===== src/rtl/band_level_meter_pkg.sv =====
// Shared visualizer types: Q15 scaling, bar level type and strobe edge states.
// Used by the band meters and the filter-side strobe logic.
package viz_pkg;

  localparam int Q_FP = 15;
  localparam logic [31:0] FIX1 = 32'd1 << Q_FP;

  localparam int LEVEL_W = 4;
  typedef logic [LEVEL_W-1:0] level_t;
  localparam level_t LMAX = '1;

  typedef enum logic {
    S_IDLE,
    S_NEXT
  } edge_t;

endpackage


===== src/rtl/band_level_meter_if.sv =====
// Sample-in / meter-out bundle between one EQ band and its level meter.
// master = band/visualizer side, slave = meter.
interface band_level_meter_if;
  import viz_pkg::*;

  logic        i_next;
  logic [31:0] i_data;
  logic        i_clr;
  level_t      o_level;
  level_t      o_peak;
  logic        o_clip;
  logic        o_valid;

  modport master (
    output i_next, i_data, i_clr,
    input  o_level, o_peak, o_clip, o_valid
  );

  modport slave (
    input  i_next, i_data, i_clr,
    output o_level, o_peak, o_clip, o_valid
  );

endinterface


===== src/rtl/band_level_meter_quant.sv =====
// Log2 bar quantizer: leading-one position of a window peak,
// shifted so 2^Q_FP lands on level 15, clamped to LMAX.
module level_quant #(
  parameter int Q_FP = viz_pkg::Q_FP
) (
  input  logic [31:0]     mag,
  output viz_pkg::level_t level
);
  import viz_pkg::*;

  localparam int OFF = Q_FP - 15;
  localparam logic [31:0] FLOOR = 32'd1 << (Q_FP - 14);

  int msb;
  int sh;

  always_comb begin
    msb = 0;
    for (int i = 0; i < 32; i++) begin
      if (mag[i]) msb = i;
    end
    sh = msb - OFF;
    level = '0;
    if (mag >= FLOOR) begin
      if (sh > int'(LMAX)) level = LMAX;
      else                 level = level_t'(sh);
    end
  end

endmodule


===== src/rtl/band_level_meter.sv =====
// Per-band level meter: windowed |x| peak, log2 bar, peak-hold with decay
// and clip flag, captured on the falling edge of the shared sample strobe.
module band_level_meter #(
  parameter int Q_FP     = viz_pkg::Q_FP,
  parameter int WIN_LOG2 = 9,
  parameter int HOLD_WIN = 8
) (
  input logic               i_clk,
  input logic               i_rst,
  band_level_meter_if.slave bus
);
  import viz_pkg::*;

  localparam int HW = $clog2(HOLD_WIN + 1);
  localparam logic [31:0] ONE = 32'd1 << Q_FP;

  edge_t         state;
  logic          cap;
  logic [31:0]   mag;

  logic          s1_v;
  logic [31:0]   abs_r;
  logic          clip_r;

  logic [WIN_LOG2-1:0] cnt;
  logic [31:0]   win_max;
  logic [31:0]   max_n;
  logic          clip_acc;

  logic          s2_v;
  logic [31:0]   snap_r;
  logic          snap_clip;

  level_t        lvl;
  level_t        level_r;
  level_t        peak;
  logic [HW-1:0] hold;
  logic          clip_o;
  logic          valid_o;

  assign cap = (state == S_NEXT) && !bus.i_next;

  always_comb begin
    mag = bus.i_data;
    if (bus.i_data[31]) begin
      if (bus.i_data == 32'h8000_0000) mag = 32'h7FFF_FFFF;
      else                             mag = -bus.i_data;
    end
  end

  assign max_n = (abs_r > win_max) ? abs_r : win_max;

  // Strobe edge tracking ignores i_clr on purpose.
  always_ff @(posedge i_clk) begin
    if (i_rst) begin
      state <= S_IDLE;
    end else begin
      unique case (state)
        S_IDLE: if (bus.i_next)  state <= S_NEXT;
        S_NEXT: if (!bus.i_next) state <= S_IDLE;
        default: state <= S_IDLE;
      endcase
    end
  end

  level_quant #(.Q_FP(Q_FP)) u_quant (
    .mag   (snap_r),
    .level (lvl)
  );

  always_ff @(posedge i_clk) begin
    if (i_rst || bus.i_clr) begin
      s1_v      <= 1'b0;
      abs_r     <= '0;
      clip_r    <= 1'b0;
      cnt       <= '0;
      win_max   <= '0;
      clip_acc  <= 1'b0;
      s2_v      <= 1'b0;
      snap_r    <= '0;
      snap_clip <= 1'b0;
      level_r   <= '0;
      peak      <= '0;
      hold      <= '0;
      clip_o    <= 1'b0;
      valid_o   <= 1'b0;
    end else begin
      s1_v <= cap;
      if (cap) begin
        abs_r  <= mag;
        clip_r <= (mag >= ONE);
      end

      s2_v <= 1'b0;
      if (s1_v) begin
        cnt <= cnt + 1'b1;
        if (cnt == '1) begin
          snap_r    <= max_n;
          snap_clip <= clip_acc | clip_r;
          s2_v      <= 1'b1;
          win_max   <= '0;
          clip_acc  <= 1'b0;
        end else begin
          win_max  <= max_n;
          clip_acc <= clip_acc | clip_r;
        end
      end

      valid_o <= s2_v;
      if (s2_v) begin
        level_r <= lvl;
        clip_o  <= snap_clip;
        // peak > lvl in the decay branch, so peak-1 cannot wrap
        if (lvl >= peak) begin
          peak <= lvl;
          hold <= HW'(HOLD_WIN);
        end else if (hold != '0) begin
          hold <= hold - 1'b1;
        end else if (peak - level_t'(1) > lvl) begin
          peak <= peak - level_t'(1);
        end else begin
          peak <= lvl;
        end
      end
    end
  end

  assign bus.o_level = level_r;
  assign bus.o_peak  = peak;
  assign bus.o_clip  = clip_o;
  assign bus.o_valid = valid_o;

endmodule

===== src/flat_wrapper.sv =====
// flat-port wrapper written by rule: the top's interface ports become plain ports
module band_level_meter_flat import viz_pkg::*;
#(
  parameter int Q_FP     = viz_pkg::Q_FP,
  parameter int WIN_LOG2 = 9,
  parameter int HOLD_WIN = 8
)
  (i_clk, i_rst, bus_i_next, bus_i_data, bus_i_clr, bus_o_level, bus_o_peak, bus_o_clip, bus_o_valid);
  band_level_meter_if bus_i ();
  input logic i_clk;
  input logic i_rst;
  input wire logic [$bits(bus_i.i_next)-1:0] bus_i_next;
  input wire logic [$bits(bus_i.i_data)-1:0] bus_i_data;
  input wire logic [$bits(bus_i.i_clr)-1:0] bus_i_clr;
  output wire logic [$bits(bus_i.o_level)-1:0] bus_o_level;
  output wire logic [$bits(bus_i.o_peak)-1:0] bus_o_peak;
  output wire logic [$bits(bus_i.o_clip)-1:0] bus_o_clip;
  output wire logic [$bits(bus_i.o_valid)-1:0] bus_o_valid;
  assign bus_i.i_next = bus_i_next;
  assign bus_i.i_data = bus_i_data;
  assign bus_i.i_clr = bus_i_clr;
  assign bus_o_level = bus_i.o_level;
  assign bus_o_peak = bus_i.o_peak;
  assign bus_o_clip = bus_i.o_clip;
  assign bus_o_valid = bus_i.o_valid;
  band_level_meter #(.Q_FP(Q_FP), .WIN_LOG2(WIN_LOG2), .HOLD_WIN(HOLD_WIN)) u_core (.i_clk(i_clk), .i_rst(i_rst), .bus(bus_i));
endmodule

===== config.mk =====
export PLATFORM = sky130hd
export DESIGN_NAME = band_level_meter_flat
export DESIGN_NICKNAME = d
export VERILOG_FILES = /design/src/rtl/band_level_meter_pkg.sv /design/src/rtl/band_level_meter_if.sv /design/src/rtl/band_level_meter_quant.sv /design/src/rtl/band_level_meter.sv /design/src/flat_wrapper.sv
export SDC_FILE = /design/constraint.sdc
export NUM_CORES = 1
export LEC_CHECK = 0
export CORE_MARGIN = 5
export CORE_UTILIZATION = 45
export DETAILED_ROUTE_END_ITERATION = 8
export GPL_TIMING_DRIVEN = 0
export PLACE_DENSITY = 0.62
export RECOVER_POWER = 100
export SETUP_SLACK_MARGIN = 0.5
export SLEW_MARGIN = 15
export SYNTH_ARGS = -nofsm -noshare
export SYNTH_HDL_FRONTEND = slang
export SYNTH_HIERARCHICAL = 1
export SYNTH_SLANG_ARGS = --single-unit
export TNS_END_PERCENT = 1

===== constraint.sdc =====
create_clock -name i_clk -period 3.75 [get_ports i_clk]
set_input_delay 0.5625 -clock i_clk [delete_from_list [all_inputs] [get_ports i_clk]]
set_output_delay 0.5625 -clock i_clk [all_outputs]
set_load 0.01 [all_outputs]

==> impl_metrics.yaml, run 1 <==
critical_path:
  worst-endpoint-required_ps: 4030
  end_kind: "register"
  cp_max_fo: 5
  worst_r2r_path_depth: 15
  critPathArrivalTime_ps: 3570
  setup.reg_to_reg.worst_slack_ps: 460
  timing.rr.end: "u_core/bus.o_peak[3]"
  worstSetupStartpointType: "register"
  worst_r2r_startpoint: "u_core/snap_r[1]"
  critical_path_class: "register to register"
sta:
  maxSlewViolCount: 0
  skew_ps: 5.61
  holdWs_ps: 446
  slew_of_the_pin_with_the_lowest_slew_margin_ps: 849
  rsz0062_at_grt: "yes"
  achievable-frequency_mhz: 304
  finalCritPeriodShare_pct: 87.8
  report.final.hold_viol_count: 0
  slew_headroom_pct: 43.4
  setup_ws_ps: 458
  setup_viol: 0
  finalWorstPathRequiredPeriod_ps: 3290
drt:
  route.detailed.vias_per_inst: 5.34
  dr.pass1.iters: 5
  drt_iter0_drc: 302
  wl_per_cell_um: 15.3
  wirelength_um: 17200
  final_antenna_net_count: 0
  drcViolationCount: 0
  via_total_after_detailed_routing: 5986
cells_and_area:
  instances_no_fill: 1122
  finish.net_count: 1003
  layout-drive-gt1-share_pct: 6.00
  area_growth_pct: 20.6
  final_design_area_no_fill_um2: 8290
  antenna_cells: 0
grt:
  grt_pass1_wl_um: 28300
  grt_start_max_net_pins: 17
  first_global_vias: 5682
  grt_usage_pct: 19.7
  antenna_found_initial: 0
  grt_remaining_overflow: 0
clock_network:
  cts_buffer_depth: 2
  path_clk_slew_ps: 60
  clkSinkCount: 124
  cts.root.buffer_cell: "sky130_fd_sc_hd__clkbuf_16"
  cts_tree: "done"
  cts_inserted_buffers: 17
  cts_hold_repair.buffers: 0
  worst_skew_pair.late_latency_ps: 410
  cts_max_level: 4
power_and_ir_drop:
  combinationalPowerShare_pct: 11.1
  pwr-share-seq_pct: 37.8
  power.density_cell_area_nw_per_um2: 427
  power_frac_clock_pct: 51.1
  sw_frac_of_total_pct: 24.3
  cellInternalPower_uw: 2680
  power.ir.vdd_worst_mv: 0.321
  switchingPower_uw: 862
  power.leakage_uw: 0.00306
place:
  number_of_buffers_added_on_ports: 43
  finalWeightedCongestion: 0.857
  numPlacedInstances: 1088
  preCtsSetupSlack_ps: -137
  postPlaceCellArea_um2: 7540
  dpl.hpwl_um: 13100
status:
  outcome: "finished, final reports clean"
die:
  initial_core_util_pct: 45.6
  die_height_um: 134
  fp-row-count: 45
  chipWidth_um: 134
  die_footprint_um2: 17900
  design.core.area_um2: 15100
  io-pin-count: 46
flow_run:
  timing.max_cap.violations: 0
hold_path:
  hold_path.startpoint: "u_core/snap_r[1]"
  hold_path_class: "register to register"
  whs_path_depth: 2
  holdPathEnd: "u_core/snap_r[1]"
logic_synthesis:
  syn_inst: 857
  synth.avg_cell_area_um2: 8.03
  mappedNetlistNets: 939
  netlist_area_um2: 6880
  synth.yosys.warnings: 6
## how the worst max path moves through the flow
stage                  startpoint                    to  slack, ps  cells after the start
6_report         u_core/snap_r[1]  u_core/bus.o_peak[3]        460                     15
5_1_grt             bus_i_data[5]         u_core/clip_r        220                      9
4_1_cts        u_core/win_max[29]      u_core/snap_r[5]        290                     12
3_5_place_dp        bus_i_data[3]         u_core/clip_r       -140                     11
3_3_place_gp        bus_i_data[3]         u_core/clip_r       -150                     11
2_1_floorplan   u_core/snap_r[16]  u_core/bus.o_peak[3]        570                     13
## routing by layer
layer,vias to the layer above,GRT usage (%),part of all wire (%)
met5,-,0,0
met4,0,8.57,2.5
met3,29,3.78,4.1
met2,125,31.5,45
met1,2683,26.0,49
li1,3149,-,-
## per-stage QoR
stage	util [%]	power [µW]	TNS (ps)
after floorplan	-	1620	0
after detailed placement	50.0	1760	-211
after CTS	54.5	3570	0
after global placement	50.0	1760	-205
after global routing	55.0	3670	0
final	55.0	3540	0
## flip-flops by register name, indices dropped and copies added, names as in the netlist
name,flops
u_core/snap_clip,1
u_core/s2_v,1
u_core/bus.o_level,4
u_core/bus.o_valid,1
u_core/clip_r,1
u_core/bus.o_clip,1
u_core/cnt,9
u_core/bus.o_peak,4
u_core/s1_v,1
u_core/state,1
u_core/clip_acc,1
u_core/snap_r,31
u_core/abs_r,32
u_core/win_max,32
u_core/hold,4
## critical path, cell delays in order (launching register included)
cell	delay, ps
sky130_fd_sc_hd__dfxtp_1	320
sky130_fd_sc_hd__nor2b_1	130
sky130_fd_sc_hd__nor3_1	60
sky130_fd_sc_hd__o31ai_1	360
sky130_fd_sc_hd__a21oi_1	120
sky130_fd_sc_hd__o31ai_1	290
sky130_fd_sc_hd__inv_1	100
sky130_fd_sc_hd__ha_1	290
sky130_fd_sc_hd__nand2b_1	150
sky130_fd_sc_hd__a21o_1	180
sky130_fd_sc_hd__a21o_1	200
sky130_fd_sc_hd__a21oi_4	210
sky130_fd_sc_hd__o211a_4	230
sky130_fd_sc_hd__mux2_2	330
sky130_fd_sc_hd__a21oi_1	140
sky130_fd_sc_hd__nor2_1	50
## layout make-up
class,count,area [µm²]
plain buffers,52,206
inverters,51,191
multi-input cells,630,4060
flip-flops and latches,124,2480
clock buffers,18,439
repair buffers,45,458
fillers,1469,6800
well taps,188,235
clock inverters,14,216
## layout by cell type (no fill, tap or decap), drive strengths merged, types with 3 or more instances in the layout
cell type and instances:
xnor2 15, dlymetal6s2s 5, nor2 55, nand2b 6, nor4 7, nor2b 9
a21o 10, xor2 18, clkbuf 67, a31oi 15, clkdlybuf4s50 26, nand2 125
ha 46, o21ai 69, or3 46, nand3 10, nor3 8, o211ai 4
dlygate4sd3 12, a211oi 4, clkinvlp 4, o41ai 6, dfxtp 124, or4 6
a21oi 64, o22ai 9, clkinv 3, mux2i 43, o31ai 14, inv 53
bufinv 5, nand4 12, a311oi 3, buf 5, o21a 3
## power by group through the flow
stage / Clock (µW) / Sequential [µW] / Combinational (µW)
after global placement: 0 / 1370 / 393
final: 1810 / 1340 / 394
after CTS: 1840 / 1340 / 394
after global routing: 1900 / 1340 / 431
after detailed placement: 0 / 1370 / 393
after floorplan: 0 / 1360 / 260
## repair_timing
item                                    CTS  global route
buffers inserted                          1             1
pin swaps                                 1             3
endpoints found under the setup margin   59            92
gates resized for setup                   3            38
No activity file was read; power rests on OpenSTA's default activity.
==> run 2: changes to the inputs <==
Settings changed: CAP_MARGIN set to 20.
==> results of run 2 <==
No change in the layout: final DEF, timing and power equal those of run 1.
==> run 3: changes to the inputs <==
Settings changed: CAP_MARGIN 20 to not set, CORE_MARGIN 5 to 3.
==> impl_metrics.yaml, run 3 (same netlist as run 1, synthesis figures left out) <==
status:
  outcome: "finished, final reports clean"
power_and_ir_drop:
  power.density_cell_area_nw_per_um2: 400
  switchingPower_uw: 844
  combinationalPowerShare_pct: 12.0
  power.leakage_uw: 0.00302
  power.ir.vdd_worst_mv: 0.323
  power_frac_clock_pct: 47.2
  cellInternalPower_uw: 2440
  sw_frac_of_total_pct: 25.7
  pwr-share-seq_pct: 40.8
clock_network:
  cts.root.buffer_cell: "sky130_fd_sc_hd__clkbuf_16"
  cts_tree: "done"
  cts_hold_repair.buffers: 0
  path_clk_slew_ps: 60
  cts_max_level: 4
  worst_skew_pair.late_latency_ps: 420
  cts_buffer_depth: 2
  clkSinkCount: 124
  cts_inserted_buffers: 17
critical_path:
  end_kind: "register"
  setup.reg_to_reg.worst_slack_ps: 400
  timing.rr.end: "u_core/bus.o_peak[3]"
  crit_start: "bus_i_data[5]"
  worst-endpoint-required_ps: 4050
  critical_path.max_stage_delay_ps: 580
  critical_path_class: "input port to register"
  worst_r2r_path_depth: 15
  timing.critical_path.slowest_stage_cell: "sky130_fd_sc_hd__dlygate4sd3_1"
  cp_max_fo: 10
  worstSetupStartpointType: "input port"
  worst_r2r_startpoint: "u_core/snap_r[1]"
  crit_chain: "dlygate4sd3_1, or4_1, or3_1, clkbuf_1, or3_1, clkbuf_1, o31ai_2, xor2_1, nand2_1, nor4_2, a21oi_1"
  critPathArrivalTime_ps: 3700
grt:
  grt_usage_pct: 21.6
  antenna_found_initial: 0
  grt_pass1_wl_um: 28500
  grt_remaining_overflow: 0
  grt_start_max_net_pins: 17
  first_global_vias: 5711
drt:
  via_total_after_detailed_routing: 6088
  wl_per_cell_um: 15.5
  dr.pass1.iters: 5
  drt_iter0_drc: 355
  drcViolationCount: 0
  final_antenna_net_count: 0
  wirelength_um: 17400
  route.detailed.vias_per_inst: 5.43
cells_and_area:
  multi_input_area_um2: 4050
  mostFrequentLayoutCell: "sky130_fd_sc_hd__nand2_1"
  final_design_area_no_fill_um2: 8200
  layout_common_cells: "sky130_fd_sc_hd__nand2_1, sky130_fd_sc_hd__dfxtp_1, sky130_fd_sc_hd__o21ai_0, sky130_fd_sc_hd__a21oi_1, sky130_fd_sc_hd__nor2_1"
  instances_no_fill: 1121
  area_growth_pct: 19.2
  finish.net_count: 1006
  ff_latch_area_um2: 2480
  antenna_cells: 0
  layout-drive-gt1-share_pct: 6.08
  reg.largest.list: "u_core/abs_r: 32 flops, u_core/win_max: 32 flops, u_core/snap_r: 31 flops"
  n_fill_cell: 1449
hold_path:
  holdPathEnd: "u_core/snap_clip"
  hold_path_class: "register to register"
  hold_path.startpoint: "u_core/snap_clip"
  whs_path_depth: 2
sta:
  maxSlewViolCount: 0
  finalWorstPathRequiredPeriod_ps: 3400
  report.final.hold_viol_count: 0
  achievable-frequency_mhz: 294
  setup_ws_ps: 346
  skew_ps: 15.4
  finalCritPeriodShare_pct: 90.8
  rsz0062_at_grt: "yes"
  slew_headroom_pct: 47.1
  slew_of_the_pin_with_the_lowest_slew_margin_ps: 793
  setup_viol: 0
flow_run:
  timing.max_cap.violations: 0
die:
  chipWidth_um: 130
  design.core.area_um2: 14800
  io-pin-count: 46
  die_height_um: 130
  fp-row-count: 44
  die_footprint_um2: 16800
  initial_core_util_pct: 46.6
place:
  preCtsSetupSlack_ps: -121
  number_of_buffers_added_on_ports: 43
  dpl.hpwl_um: 13100
  finalWeightedCongestion: 0.921
  postPlaceCellArea_um2: 7540
  numPlacedInstances: 1084
==> run 3: cell types whose count changed in the layout (fill, tap and decap cells not counted), sizes merged <==
cell           previous run  this run
dlymetal6s2s              5         3
clkdlybuf4s50            26        27
buf                       5         8
clkinv                    3         8
bufinv                    5         1
inv                      53        51
dlygate4sd3              12        13
clkinvlp                  4         3
clkbuf                   67        69
==> run 3: through the flow <==
step                total power, µW  util, %  hold slack (ps)  setup TNS (ps)
finish                         3280     55.6              460               0
CTS                            3300     55.2              460               0
floorplan                      1620        -              417               0
detailed placement             1760     51.1              452            -220
global route                   3400     55.6              471               0
global placement               1760     51.1              439            -216
==> run 3: what timing repair did <==
action,in CTS,in global routing
setup buffers,0,5
setup endpoints to repair,45,73
pin swaps,1,5
gates resized for setup,8,22
==> run 3: how the worst max path moves through the flow <==
stage	end	slack (ps)	cells after the start
floorplan	u_core/bus.o_peak[3]	570	13
global placement	u_core/clip_r	-140	11
detailed placement	u_core/clip_r	-120	11
CTS	u_core/clip_r	360	11
global route	u_core/snap_r[26]	200	12
finish	u_core/clip_r	350	11
==> run 3: area by class of cell <==
type,count,area share [%]
plain buffers,52,2.52
flip-flops and latches,124,30.3
clock inverters,12,1.18
repair buffers,48,5.75
clock buffers,20,5.69
well taps,184,2.81
inverters,51,2.34
multi-input cells,630,49.4
==> run 3: worst max-delay path, delay by kind of cell <==
kind,cells,cell delay (ps)
simple gates,5,1650
compound gates,2,310
buf+inv,3,990
xor+xnor,1,190
==> run 3: routing by layer <==
metal	track usage [%]	up-vias	share of wire, %
met3	4.58	23	4.8
met2	34.8	148	45
li1	-	3159	-
met1	28.5	2758	48
met5	0	-	0
met4	7.82	0	1.8
==> run 3: power groups by stage <==
stage                     clock network, µW  registers (µW)  logic (µW)
final                                  1550            1340         395
after global routing                   1640            1340         428
after CTS                              1570            1340         396
after detailed placement                  0            1370         394
after global placement                    0            1370         392
after floorplan                           0            1360         260
